[config.mk]
export PLATFORM = sky130hd
export DESIGN_NAME = pipelined_circular_unshifter
export DESIGN_NICKNAME = d
export VERILOG_FILES = /design/src/rtl/ldpc_cshift_pkg.sv /design/src/rtl/pipelined_circular_unshifter_unrotate_stage.sv /design/src/rtl/pipelined_circular_unshifter.sv
export SDC_FILE = /design/constraint.sdc
export NUM_CORES = 1
export LEC_CHECK = 0
export BUFFER_PORTS_ARGS = -buffer_cell sky130_fd_sc_hd__buf_2
export CORE_AREA = 2 2 378 230
export CTS_CLUSTER_DIAMETER = 120
export DETAILED_ROUTE_END_ITERATION = 16
export DIE_AREA = 0 0 380 232
export GPL_TIMING_DRIVEN = 0
export PLACE_DENSITY = 0.4
export SYNTH_ARGS = -nofsm -noshare
export SYNTH_HDL_FRONTEND = slang
export SYNTH_SLANG_ARGS = --single-unit
[constraint.sdc]
create_clock -name clk -period 16.25 [get_ports clk]
set_clock_uncertainty 0.05 [all_clocks]
set_input_delay 3.25 -clock clk [delete_from_list [all_inputs] [get_ports clk]]
set_output_delay 3.25 -clock clk [all_outputs]
set_load 0.03 [all_outputs]
[src/rtl/ldpc_cshift_pkg.sv]
// Shared constants and helpers for the LDPC circulant shifters.
// Both the right shifter and the unshifter use this package.
package ldpc_cshift_pkg;

  localparam int DEFAULT_MAXZ = 81;

  function automatic int num_stages(input int maxz, input int rotates_per_cycle);
    return ($clog2(maxz) + rotates_per_cycle - 1) / rotates_per_cycle;
  endfunction

  // Rotation contributed by level idx, folded into [0, maxz) so oversized shifts wrap.
  function automatic int rot_amount(input int idx, input int maxz);
    int r;
    r = 1 % maxz;
    for (int i = 0; i < idx; i++) begin
      r = (r * 2) % maxz;
    end
    return r;
  endfunction

endpackage

[src/rtl/pipelined_circular_unshifter_unrotate_stage.sv]
// One conditional left-rotate level of the circulant unshifter.
// PASS_THROUGH marks levels beyond the shift-value width.
module unrotate_stage
  import ldpc_cshift_pkg::*;
#(
  parameter int MAXZ         = DEFAULT_MAXZ,
  parameter int ROT          = 1,
  parameter bit PASS_THROUGH = 1'b0
) (
  input  logic            i_en,
  input  logic [MAXZ-1:0] i_data,
  output logic [MAXZ-1:0] o_data
);

  logic [MAXZ-1:0] w_rot;

  generate
    if (PASS_THROUGH || ROT == 0) begin : g_pass
      assign w_rot = i_data;
    end else begin : g_rot
      assign w_rot = (i_data << ROT) | (i_data >> (MAXZ - ROT));
    end
  endgenerate

  assign o_data = i_en ? w_rot : i_data;

endmodule

[src/rtl/pipelined_circular_unshifter.sv]
// Pipelined left circular rotate that undoes the right circulant shifter, valid/ready on both sides.
// Optional macro CSHIFT_RANGE_CHECK_EN adds err_out/err_sticky and zeroes beats whose shift is >= MAXZ.
module pipelined_circular_unshifter
  import ldpc_cshift_pkg::*;
#(
  parameter int MAXZ              = DEFAULT_MAXZ,
  parameter int ROTATES_PER_CYCLE = 2,
  parameter int TAG_W             = 8
) (
  input  logic                    clk,
  input  logic                    rst_n,
  input  logic                    valid_in,
  output logic                    ready_out,
  input  logic [MAXZ-1:0]         in_data,
  input  logic [$clog2(MAXZ)-1:0] shift_val,
  input  logic [TAG_W-1:0]        tag_in,
  output logic [MAXZ-1:0]         out_data,
  output logic [TAG_W-1:0]        tag_out,
  output logic                    valid_out,
  input  logic                    ready_in
`ifdef CSHIFT_RANGE_CHECK_EN
  ,
  output logic                    err_out,
  output logic                    err_sticky
`endif
);

  localparam int SW  = $clog2(MAXZ);
  localparam int RPC = ROTATES_PER_CYCLE;
  localparam int NS  = num_stages(MAXZ, ROTATES_PER_CYCLE);

  generate
    if (ROTATES_PER_CYCLE < 1) begin : g_bad_rpc
      $error("ROTATES_PER_CYCLE must be at least 1");
    end
  endgenerate

  logic [MAXZ-1:0]  r_data  [NS];
  logic [TAG_W-1:0] r_tag   [NS];
  logic [SW-1:0]    r_shift [NS];
  logic             r_valid [NS];

  logic [NS-1:0]    w_adv;
  logic [NS-1:0]    w_vIn;
  logic [MAXZ-1:0]  w_stageIn [NS];
  logic [TAG_W-1:0] w_tagIn   [NS];
  logic [SW-1:0]    w_shIn    [NS];
  logic [MAXZ-1:0]  w_lvl     [NS][RPC+1];
  logic [MAXZ-1:0]  w_next    [NS];

`ifdef CSHIFT_RANGE_CHECK_EN
  logic             r_err [NS];
  logic [NS-1:0]    w_errIn;
  logic             r_errSticky;
`endif

  genvar k, m;
  generate
    for (k = 0; k < NS; k++) begin : g_stage
      if (k == 0) begin : g_head
        assign w_stageIn[k] = in_data;
        assign w_tagIn[k]   = tag_in;
        assign w_shIn[k]    = shift_val;
        assign w_vIn[k]     = valid_in;
`ifdef CSHIFT_RANGE_CHECK_EN
        assign w_errIn[k]   = (int'(shift_val) >= MAXZ);
`endif
      end else begin : g_body
        assign w_stageIn[k] = r_data[k-1];
        assign w_tagIn[k]   = r_tag[k-1];
        assign w_shIn[k]    = r_shift[k-1];
        assign w_vIn[k]     = r_valid[k-1];
`ifdef CSHIFT_RANGE_CHECK_EN
        assign w_errIn[k]   = r_err[k-1];
`endif
      end

      // Each stage moves when empty or when its successor moves, so bubbles collapse.
      if (k == NS - 1) begin : g_tail_adv
        assign w_adv[k] = !r_valid[k] || ready_in;
      end else begin : g_mid_adv
        assign w_adv[k] = !r_valid[k] || w_adv[k+1];
      end

      assign w_lvl[k][0] = w_stageIn[k];
      for (m = 0; m < RPC; m++) begin : g_level
        localparam int IDX = k * RPC + m;
        if (IDX < SW) begin : g_live
          unrotate_stage #(
            .MAXZ(MAXZ), .ROT(rot_amount(IDX, MAXZ)), .PASS_THROUGH(1'b0)
          ) u_level (
            .i_en(w_shIn[k][IDX]), .i_data(w_lvl[k][m]), .o_data(w_lvl[k][m+1])
          );
        end else begin : g_pass
          unrotate_stage #(
            .MAXZ(MAXZ), .ROT(0), .PASS_THROUGH(1'b1)
          ) u_level (
            .i_en(1'b0), .i_data(w_lvl[k][m]), .o_data(w_lvl[k][m+1])
          );
        end
      end

`ifdef CSHIFT_RANGE_CHECK_EN
      if (k == NS - 1) begin : g_zero
        assign w_next[k] = w_errIn[k] ? '0 : w_lvl[k][RPC];
      end else begin : g_keep
        assign w_next[k] = w_lvl[k][RPC];
      end
`else
      assign w_next[k] = w_lvl[k][RPC];
`endif

      always_ff @(posedge clk) begin
        if (!rst_n) begin
          r_valid[k] <= 1'b0;
          r_data[k]  <= '0;
          r_tag[k]   <= '0;
`ifdef CSHIFT_RANGE_CHECK_EN
          r_err[k]   <= 1'b0;
`endif
        end else if (w_adv[k]) begin
          r_valid[k] <= w_vIn[k];
          r_data[k]  <= w_next[k];
          r_tag[k]   <= w_tagIn[k];
`ifdef CSHIFT_RANGE_CHECK_EN
          r_err[k]   <= w_errIn[k];
`endif
        end
      end

      // The final stage has no successor, so it never needs the shift value.
      if (k < NS - 1) begin : g_shreg
        always_ff @(posedge clk) begin
          if (!rst_n) begin
            r_shift[k] <= '0;
          end else if (w_adv[k]) begin
            r_shift[k] <= w_shIn[k];
          end
        end
      end
    end
  endgenerate

  assign ready_out = w_adv[0] || !rst_n;
  assign out_data  = r_data[NS-1];
  assign tag_out   = r_tag[NS-1];
  assign valid_out = r_valid[NS-1];

`ifdef CSHIFT_RANGE_CHECK_EN
  always_ff @(posedge clk) begin
    if (!rst_n) begin
      r_errSticky <= 1'b0;
    end else if (w_adv[NS-1] && w_vIn[NS-1] && w_errIn[NS-1]) begin
      r_errSticky <= 1'b1;
    end
  end

  assign err_out    = r_valid[NS-1] && r_err[NS-1];
  assign err_sticky = r_errSticky;
`endif

endmodule
==> impl_metrics.prom, run 1 <==
# TYPE chip_impl_metric gauge
chip_impl_info{name="hold_class",value="register to register"} 1
chip_impl_metric{name="netlist.area_leader.share",unit="%"} 52.5
chip_impl_metric{name="layout.nets",unit=""} 1570
chip_impl_metric{name="cp_data_arrival_time",unit="ns"} 6.02
chip_impl_metric{name="actual_transition_at_the_worst_max_transition_pin",unit="ns"} 0.946
chip_impl_metric{name="avgRoutedWirePerCell",unit="um"} 26.3
chip_impl_metric{name="p_leak",unit="nW"} 10.2
chip_impl_metric{name="gr-total-overflow",unit=""} 0
chip_impl_metric{name="fillerInstances",unit=""} 8539
chip_impl_metric{name="finalMaxSlewViolations",unit=""} 0
chip_impl_metric{name="max-clock-path-buffers",unit=""} 3
chip_impl_info{name="ctsRootBufferMaster",value="clkbuf_16"} 1
chip_impl_metric{name="die_w",unit="um"} 380
chip_impl_metric{name="n_antenna_cell",unit=""} 0
chip_impl_metric{name="gp_congestion",unit=""} 0.814
chip_impl_metric{name="synth-seq-area-share",unit="%"} 52.6
chip_impl_metric{name="p_total",unit="W"} 0.00236
chip_impl_metric{name="dr_wl_met3",unit="mm"} 5.63
chip_impl_metric{name="floorplan.die.height",unit="um"} 232
chip_impl_metric{name="power.ir.vdd_worst",unit="mV"} 0.0645
chip_impl_metric{name="postSynthRegisterBits",unit=""} 369
chip_impl_metric{name="cts_hold_buf",unit=""} 0
chip_impl_metric{name="timing_hold_violations_final",unit=""} 0
chip_impl_metric{name="ys_types",unit=""} 27
chip_impl_metric{name="worst-path-max-fanout",unit=""} 12
chip_impl_metric{name="postSynthCellCount",unit=""} 1233
chip_impl_metric{name="period_minus_slack",unit="ns"} 9.32
chip_impl_info{name="worst-setup-path-type",value="input pin to output port"} 1
chip_impl_metric{name="number_of_nets_produced_by_synthesis",unit=""} 1333
chip_impl_metric{name="max_clock_freq",unit="GHz"} 0.107
chip_impl_metric{name="detail_route.vias_per_cell",unit=""} 5.11
chip_impl_metric{name="mappedNetlistArea",unit="um^2"} 21100
chip_impl_metric{name="design.die.area",unit="um^2"} 88200
chip_impl_metric{name="dpl_cell_area",unit="um^2"} 23600
chip_impl_metric{name="critical_path_required",unit="ns"} 12.95
chip_impl_info{name="critical_path.reg2reg.endpoint",value="r_data[1][154]$_SDFFCE_PN0P_"} 1
chip_impl_metric{name="num_vias",unit=""} 13517
chip_impl_metric{name="wl_met2",unit="mm"} 29.6
chip_impl_metric{name="power.density_cell_area",unit="nW/um^2"} 95.1
chip_impl_info{name="netlist_top_cells_area",value="edfxtp_1, mux4_2, and3_1"} 1
chip_impl_metric{name="skew_pair_late_insertion_delay",unit="ns"} 0.58
chip_impl_metric{name="max-cap-violations",unit=""} 0
chip_impl_metric{name="cts_setup_buffers",unit=""} 0
chip_impl_metric{name="grt_start_max_net_pins",unit=""} 73
chip_impl_info{name="tritoncts",value="built"} 1
chip_impl_metric{name="fin_crit_sh",unit="%"} 57.3
chip_impl_metric{name="place.detailed.hpwl",unit="mm"} 55.6
chip_impl_metric{name="first_global_vias",unit=""} 13922
chip_impl_info{name="commonest_non_fill_non_tap_cell_in_the_layout",value="edfxtp_1"} 1
chip_impl_info{name="timing.hold.worst_endpoint",value="r_shift[1][4]$_SDFFCE_PN0P_"} 1
chip_impl_metric{name="design.core.area",unit="um^2"} 84700
chip_impl_info{name="layout_common_cells",value="edfxtp_1, mux4_2, buf_2"} 1
chip_impl_info{name="min-delay-start",value="r_shift[0][4]$_SDFFCE_PN0P_"} 1
chip_impl_metric{name="drt_drc_violations_left",unit=""} 0
chip_impl_metric{name="cts.htree.levels",unit=""} 2
chip_impl_info{name="synth_area_leader_cell",value="edfxtp_1"} 1
chip_impl_metric{name="slew-limit-headroom",unit="%"} 37.0
chip_impl_metric{name="io_buf_count",unit=""} 187
chip_impl_info{name="start_kind",value="input pin"} 1
chip_impl_metric{name="initial_core_util",unit="%"} 24.9
chip_impl_metric{name="placedCellCount",unit=""} 2576
chip_impl_metric{name="fraction_of_layout_cells_with_a_size_suffix_above_1",unit="%"} 38.9
chip_impl_metric{name="cts_resized",unit=""} 0
chip_impl_metric{name="row_count",unit=""} 83
chip_impl_info{name="worst_setup_path_end_kind",value="output port"} 1
chip_impl_metric{name="finalInstanceArea",unit="um^2"} 24900
chip_impl_info{name="top_layer_used",value="met4"} 1
chip_impl_metric{name="timing.reg2reg.worst_path_depth",unit=""} 5
chip_impl_metric{name="regToRegSetupSlack",unit="ns"} 13.24
chip_impl_metric{name="synthesis.yosys.warnings",unit=""} 0
chip_impl_metric{name="setup_tns",unit="ns"} 0
chip_impl_info{name="setup_repair_after_global_routing_missed_its_margin",value="false"} 1
chip_impl_info{name="run_status",value="finished, final reports clean"} 1
chip_impl_metric{name="average_cell_area_after_synthesis",unit="um^2"} 17.1
chip_impl_metric{name="finalSetupViolCount",unit=""} 0
chip_impl_metric{name="drtAntennaViolNets",unit=""} 0
chip_impl_metric{name="clock_sinks",unit=""} 369
chip_impl_metric{name="grt_pass1_wl",unit="mm"} 100
chip_impl_metric{name="drtIter0Drc",unit=""} 1573
chip_impl_metric{name="cts.clk_slew.worst_paths",unit="ns"} 0.07
chip_impl_metric{name="postRouteWirelength",unit="mm"} 69.7
chip_impl_metric{name="antenna_found_initial",unit=""} 0
chip_impl_metric{name="grt_util_all_layers",unit="%"} 15.7
chip_impl_metric{name="firstDrtPassIters",unit=""} 5
chip_impl_metric{name="final_standard_cell_count_with_taps_included_and_fillers_excluded",unit=""} 2647
chip_impl_metric{name="tritoncts.num_buffers",unit=""} 39
chip_impl_metric{name="layout-area-overhead-vs-synth",unit="%"} 18.1
chip_impl_metric{name="ioPinCount",unit=""} 191
chip_impl_metric{name="wirelength_met1",unit="mm"} 33.6
chip_impl_info{name="rr_startpoint",value="r_valid[1][1]$_DFFE_PP_"} 1
chip_impl_metric{name="hold-path-cell-count",unit=""} 1
## cell families after synthesis
logic type,count (synthesis),synth area share (%)
AOI/OAI and AO/OA,96,4.55
buffers and inverters,163,5.11
DFF,369,52.6
muxes,324,29.8
and+or+nand+nor,281,7.95
## per-stage QoR
| step | util, % | setup slack (ns) | hold WS, ns |
|---|---|---|---|
| 6_report | 29.4 | 6.93 | 0.492 |
| 5_1_grt | 29.4 | 6.75 | 0.516 |
| 4_1_cts | 29.4 | 6.80 | 0.493 |
| 3_5_place_dp | 27.9 | 6.82 | 0.497 |
| 3_3_place_gp | 27.7 | 2.84 | 0.504 |
| 2_1_floorplan | - | 6.16 | 0.477 |
## Yosys cell counts (all sizes together)
cell type and instances:
and3 183, and3b 1, buf 81, clkbuf 80, dfxtp 1, edfxtp 368, inv 2, mux2i 81
mux4 243, nand2 2, nand3 1, nand3b 1, nand4 1, nand4b 1, nor2b 1, nor3 81
nor3b 9, o211a 95, o21a 1
## power by group
| group | switching (W) | leakage, nW | internal, W | total (W) |
|---|---|---|---|---|
| clock | 0.000403 | 0.606 | 0.000491 | 0.000893 |
| sequential | 0.0000674 | 4.42 | 0.00110 | 0.00117 |
| combinational | 0.000143 | 5.17 | 0.000156 | 0.000300 |
## registers in the layout, indices dropped and copies added (netlist names)
register	count
r_valid	4
r_tag	32
r_data	324
r_shift	9
## worst max-delay path, stage by stage
cell,delay (ns)
clkbuf_1,0.28
buf_2,0.38
clkbuf_1,0.75
nand4_1,0.77
buf_8,0.39
buf_2,0.19
## metal layers
| layer | vias to the layer above | track usage (%) |
|---|---|---|
| met5 | - | 0 |
| met4 | 0 | 2.86 |
| met3 | 52 | 4.47 |
| met2 | 540 | 22.4 |
| met1 | 7184 | 23.6 |
| li1 | 5741 | - |
## worst max-delay path by stage
stage	start	endpoint	slack (ns)	cells after the start
after floorplan	rst_n	ready_out	6.16	4
after global placement	rst_n	ready_out	2.84	5
after detailed placement	rst_n	ready_out	6.82	6
after CTS	rst_n	ready_out	6.80	6
after global routing	rst_n	ready_out	6.75	6
final	rst_n	ready_out	6.93	6
## layout make-up
| cell class | instances | area (um^2) | area share (%) |
|---|---|---|---|
| flip-flops and latches | 369 | 11100 | 44.5 |
| repair buffers | 196 | 1110 | 4.46 |
| clock buffers | 45 | 1030 | 4.14 |
| multi-input cells | 701 | 8950 | 36.0 |
| inverters | 2 | 7.51 | 0.0302 |
| clock inverters | 26 | 205 | 0.825 |
| well taps | 1147 | 1440 | 5.77 |
| plain buffers | 161 | 1070 | 4.30 |
No activity file was read; power rests on OpenSTA's default activity.
==> inputs of run 2 (changes only) <==
--- a/config.mk
+++ b/config.mk
@@ -5,11 +5,12 @@
 export SDC_FILE = /design/constraint.sdc
 export NUM_CORES = 1
 export LEC_CHECK = 0
+export ABC_AREA = 1
 export BUFFER_PORTS_ARGS = -buffer_cell sky130_fd_sc_hd__buf_2
-export CORE_AREA = 2 2 378 230
+export CORE_AREA = 2 2 370 225
 export CTS_CLUSTER_DIAMETER = 120
 export DETAILED_ROUTE_END_ITERATION = 16
-export DIE_AREA = 0 0 380 232
+export DIE_AREA = 0 0 372 227
 export GPL_TIMING_DRIVEN = 0
 export PLACE_DENSITY = 0.4
 export SYNTH_ARGS = -nofsm -noshare
==> constraint.sdc (replaced) <==
create_clock -name clk -period 9 [get_ports clk]
set_clock_uncertainty 0.05 [all_clocks]
set_input_delay 1.8 -clock clk [delete_from_list [all_inputs] [get_ports clk]]
set_output_delay 1.8 -clock clk [all_outputs]
set_load 0.03 [all_outputs]
==> run 2 against run 1 <==
  * Non-clock buffer count stayed put
  * Combinational power is 130% higher
  * Largest cell class unchanged
  * Design area is 3.8% lower
  * Critical endpoint unchanged
==> impl_metrics.prom, run 2 <==
# TYPE chip_impl_metric gauge
chip_impl_info{name="worst_setup_path_end_kind",value="output port"} 1
chip_impl_metric{name="synth-seq-area-share",unit="%"} 54.9
chip_impl_metric{name="clock_sinks",unit=""} 369
chip_impl_metric{name="power.sequential.fraction",unit="%"} 46.9
chip_impl_metric{name="fin_crit_sh",unit="%"} 59.5
chip_impl_metric{name="die_w",unit="um"} 372
chip_impl_metric{name="finalMaxSlewViolations",unit=""} 0
chip_impl_metric{name="antenna_found_initial",unit=""} 3
chip_impl_info{name="setup_repair_after_global_routing_missed_its_margin",value="false"} 1
chip_impl_info{name="commonest_non_fill_non_tap_cell_in_the_layout",value="nand2_1"} 1
chip_impl_metric{name="row_count",unit=""} 81
chip_impl_metric{name="postSynth.asyncResetShare",unit="%"} 0
chip_impl_metric{name="tritoncts.num_buffers",unit=""} 40
chip_impl_metric{name="synthesis.yosys.warnings",unit=""} 0
chip_impl_metric{name="max-clock-path-buffers",unit=""} 3
chip_impl_metric{name="num_vias",unit=""} 17717
chip_impl_metric{name="finalSetupViolCount",unit=""} 0
chip_impl_metric{name="place.detailed.hpwl",unit="mm"} 59.7
chip_impl_metric{name="grt_util_all_layers",unit="%"} 17.1
chip_impl_metric{name="final_standard_cell_count_with_taps_included_and_fillers_excluded",unit=""} 3837
chip_impl_metric{name="actual_transition_at_the_worst_max_transition_pin",unit="ns"} 0.751
chip_impl_metric{name="cts.clk_slew.worst_paths",unit="ns"} 0.06
chip_impl_metric{name="mappedNetlistArea",unit="um^2"} 20100
chip_impl_metric{name="postSynthCellCount",unit=""} 2496
chip_impl_info{name="critical_path.reg2reg.endpoint",value="r_data[0][23]$_SDFFCE_PN0P_"} 1
chip_impl_metric{name="timing.reg2reg.worst_path_depth",unit=""} 4
chip_impl_metric{name="setup_tns",unit="ns"} 0
chip_impl_metric{name="layout-area-overhead-vs-synth",unit="%"} 18.8
chip_impl_metric{name="design.die.area",unit="um^2"} 84400
chip_impl_info{name="post_synth_top_flop",value="edfxtp_1"} 1
chip_impl_metric{name="synth_enable_flop_cells",unit=""} 368
chip_impl_info{name="start_kind",value="input pin"} 1
chip_impl_metric{name="max-cap-violations",unit=""} 0
chip_impl_info{name="run_status",value="finished, final reports clean"} 1
chip_impl_metric{name="timing_hold_violations_final",unit=""} 0
chip_impl_metric{name="skew_pair_late_insertion_delay",unit="ns"} 0.58
chip_impl_info{name="netlist_top_cells_area",value="edfxtp_1, nand2_1, nand3_1"} 1
chip_impl_info{name="min-delay-start",value="r_tag[1][7]$_SDFFCE_PN0P_"} 1
chip_impl_metric{name="fraction_of_layout_cells_with_a_size_suffix_above_1",unit="%"} 14.9
chip_impl_info{name="synth_area_leader_cell",value="edfxtp_1"} 1
chip_impl_metric{name="power_switching_share",unit="%"} 28.5
chip_impl_metric{name="layout.nets",unit=""} 2829
chip_impl_metric{name="postSynthRegisterBits",unit=""} 369
chip_impl_metric{name="period_minus_slack",unit="ns"} 5.36
chip_impl_metric{name="ys_types",unit=""} 18
chip_impl_metric{name="postRouteWirelength",unit="mm"} 72.5
chip_impl_info{name="largest_registers",value="r_data x324, r_tag x32, r_shift x9"} 1
chip_impl_metric{name="grt_start_max_net_pins",unit=""} 75
chip_impl_info{name="hold_class",value="register to register"} 1
chip_impl_info{name="layout_common_cells",value="nand2_1, edfxtp_1, nand3_1"} 1
chip_impl_metric{name="drt_drc_violations_left",unit=""} 0
chip_impl_metric{name="io_buf_count",unit=""} 187
chip_impl_metric{name="cts_setup_buffers",unit=""} 0
chip_impl_metric{name="drtAntennaViolNets",unit=""} 0
chip_impl_metric{name="cts_hold_buf",unit=""} 0
chip_impl_metric{name="critical_path_required",unit="ns"} 7.15
chip_impl_metric{name="largest_register_ff_count",unit=""} 324
chip_impl_metric{name="worst-path-max-fanout",unit=""} 34
chip_impl_metric{name="grt_pass1_wl",unit="mm"} 107
chip_impl_metric{name="finalHoldWorstSlack",unit="ns"} 0.503
chip_impl_metric{name="regToRegSetupSlack",unit="ns"} 6.60
chip_impl_metric{name="drtIter0Drc",unit=""} 1827
chip_impl_info{name="timing.hold.worst_endpoint",value="r_tag[1][15]$_SDFFCE_PN0P_"} 1
chip_impl_metric{name="cts.htree.levels",unit=""} 2
chip_impl_metric{name="gr-total-overflow",unit=""} 0
chip_impl_metric{name="power.density_cell_area",unit="nW/um^2"} 190
chip_impl_metric{name="floorplan.die.height",unit="um"} 227
chip_impl_metric{name="gp_congestion",unit=""} 0.920
chip_impl_metric{name="total_switching_power",unit="W"} 0.00130
chip_impl_metric{name="p_leak",unit="nW"} 11.3
chip_impl_info{name="regMostFlops",value="r_data"} 1
chip_impl_metric{name="final-seq-area",unit="um^2"} 11100
chip_impl_metric{name="placedCellCount",unit=""} 3766
chip_impl_metric{name="cp_data_arrival_time",unit="ns"} 3.51
chip_impl_metric{name="ioPinCount",unit=""} 191
chip_impl_metric{name="initial_core_util",unit="%"} 24.9
chip_impl_metric{name="design.core.area",unit="um^2"} 81000
chip_impl_info{name="synth_most_common_cell",value="nand2_1"} 1
chip_impl_metric{name="power.ir.vdd_worst",unit="mV"} 0.116
chip_impl_metric{name="area_used_by_multi_input_combinational_logic",unit="um^2"} 7110
chip_impl_metric{name="detail_route.vias_per_cell",unit=""} 4.62
chip_impl_metric{name="first_global_vias",unit=""} 16863
chip_impl_info{name="worst-setup-path-type",value="input pin to output port"} 1
chip_impl_metric{name="power.clock.fraction",unit="%"} 38.1
chip_impl_metric{name="comb_power_share",unit="%"} 15.1
chip_impl_info{name="ctsRootBufferMaster",value="clkbuf_16"} 1
chip_impl_metric{name="slew-limit-headroom",unit="%"} 50.0
chip_impl_metric{name="power.internal",unit="W"} 0.00325
chip_impl_metric{name="netlist.area_leader.share",unit="%"} 54.9
chip_impl_metric{name="fillerInstances",unit=""} 8746
chip_impl_metric{name="hold-path-cell-count",unit=""} 2
chip_impl_metric{name="cts_resized",unit=""} 0
chip_impl_metric{name="number_of_nets_produced_by_synthesis",unit=""} 2596
chip_impl_metric{name="avgRoutedWirePerCell",unit="um"} 18.9
chip_impl_info{name="post_synth_top_cells",value="nand2_1, edfxtp_1, nand3_1"} 1
chip_impl_metric{name="firstDrtPassIters",unit=""} 5
chip_impl_metric{name="average_cell_area_after_synthesis",unit="um^2"} 8.07
chip_impl_metric{name="max_clock_freq",unit="GHz"} 0.187
chip_impl_info{name="rr_startpoint",value="r_valid[1][1]$_DFFE_PP_"} 1
chip_impl_info{name="tritoncts",value="built"} 1
## run 2: worst max path at each step
stage | start | endpoint | slack, ns | cells past startpoint
5_1_grt | ready_in | ready_out | 3.44 | 6
3_5_place_dp | ready_in | ready_out | 3.59 | 6
2_1_floorplan | rst_n | ready_out | 2.61 | 4
3_3_place_gp | ready_in | ready_out | 0.53 | 6
6_report | ready_in | ready_out | 3.64 | 6
4_1_cts | ready_in | ready_out | 3.58 | 6
## run 2: worst max-delay path, stage by stage
cell and delay [ns]:
buf_2 0.11, inv_1 0.13, nand3_1 0.11, nor2_1 0.42, nand3_4 0.54, buf_2 0.37
## run 2: per-stage QoR
stage                     util (%)  worst slack (ns)  power, W  area, um^2
after floorplan                  -              2.61   0.00255       20100
after global placement        27.7             0.526   0.00285       22400
after detailed placement      27.9              3.59   0.00285       22600
after CTS                     29.5              3.58   0.00460       23900
after global routing          29.5              3.44   0.00475       23900
final                         29.6              3.64   0.00455       23900
## run 2: layout make-up
cell class / count / share of cell area [%]
inverters: 283 / 4.46
diodes: 1 / 0.0105
clock inverters: 27 / 1.41
well taps: 1079 / 5.64
clock buffers: 43 / 4.23
flip-flops and latches: 369 / 46.3
multi-input cells: 1678 / 29.7
repair buffers: 191 / 4.37
plain buffers: 166 / 3.90
## run 2: layer usage
layer | track usage, % | vias to the layer above | wire length, um
met5 | 0 | - | 0
met4 | 2.64 | 0 | 757
met3 | 3.69 | 58 | 5770
met2 | 22.8 | 637 | 27500
met1 | 27.9 | 8470 | 38600
li1 | - | 8552 | -
## run 2: kinds of logic (layout without fill, tap and decap cells)
kind of cell           Yosys count  count (layout)  synth area share [%]
AND/OR/NAND/NOR               1421            1421                  28.6
buffers and inverters          449             710                  9.91
flip-flops                     369             369                  54.9
AO/OA/AOI/OAI                  257             257                  6.56
other                            0               1                     0
## run 2: power groups by stage
stage                     clock network [W]  registers, W  logic [W]
after CTS                           0.00178       0.00213   0.000685
after global placement                    0       0.00217   0.000683
after floorplan                           0       0.00215   0.000408
after detailed placement                  0       0.00217   0.000681
after global routing                0.00184       0.00214   0.000766
final                               0.00173       0.00213   0.000687
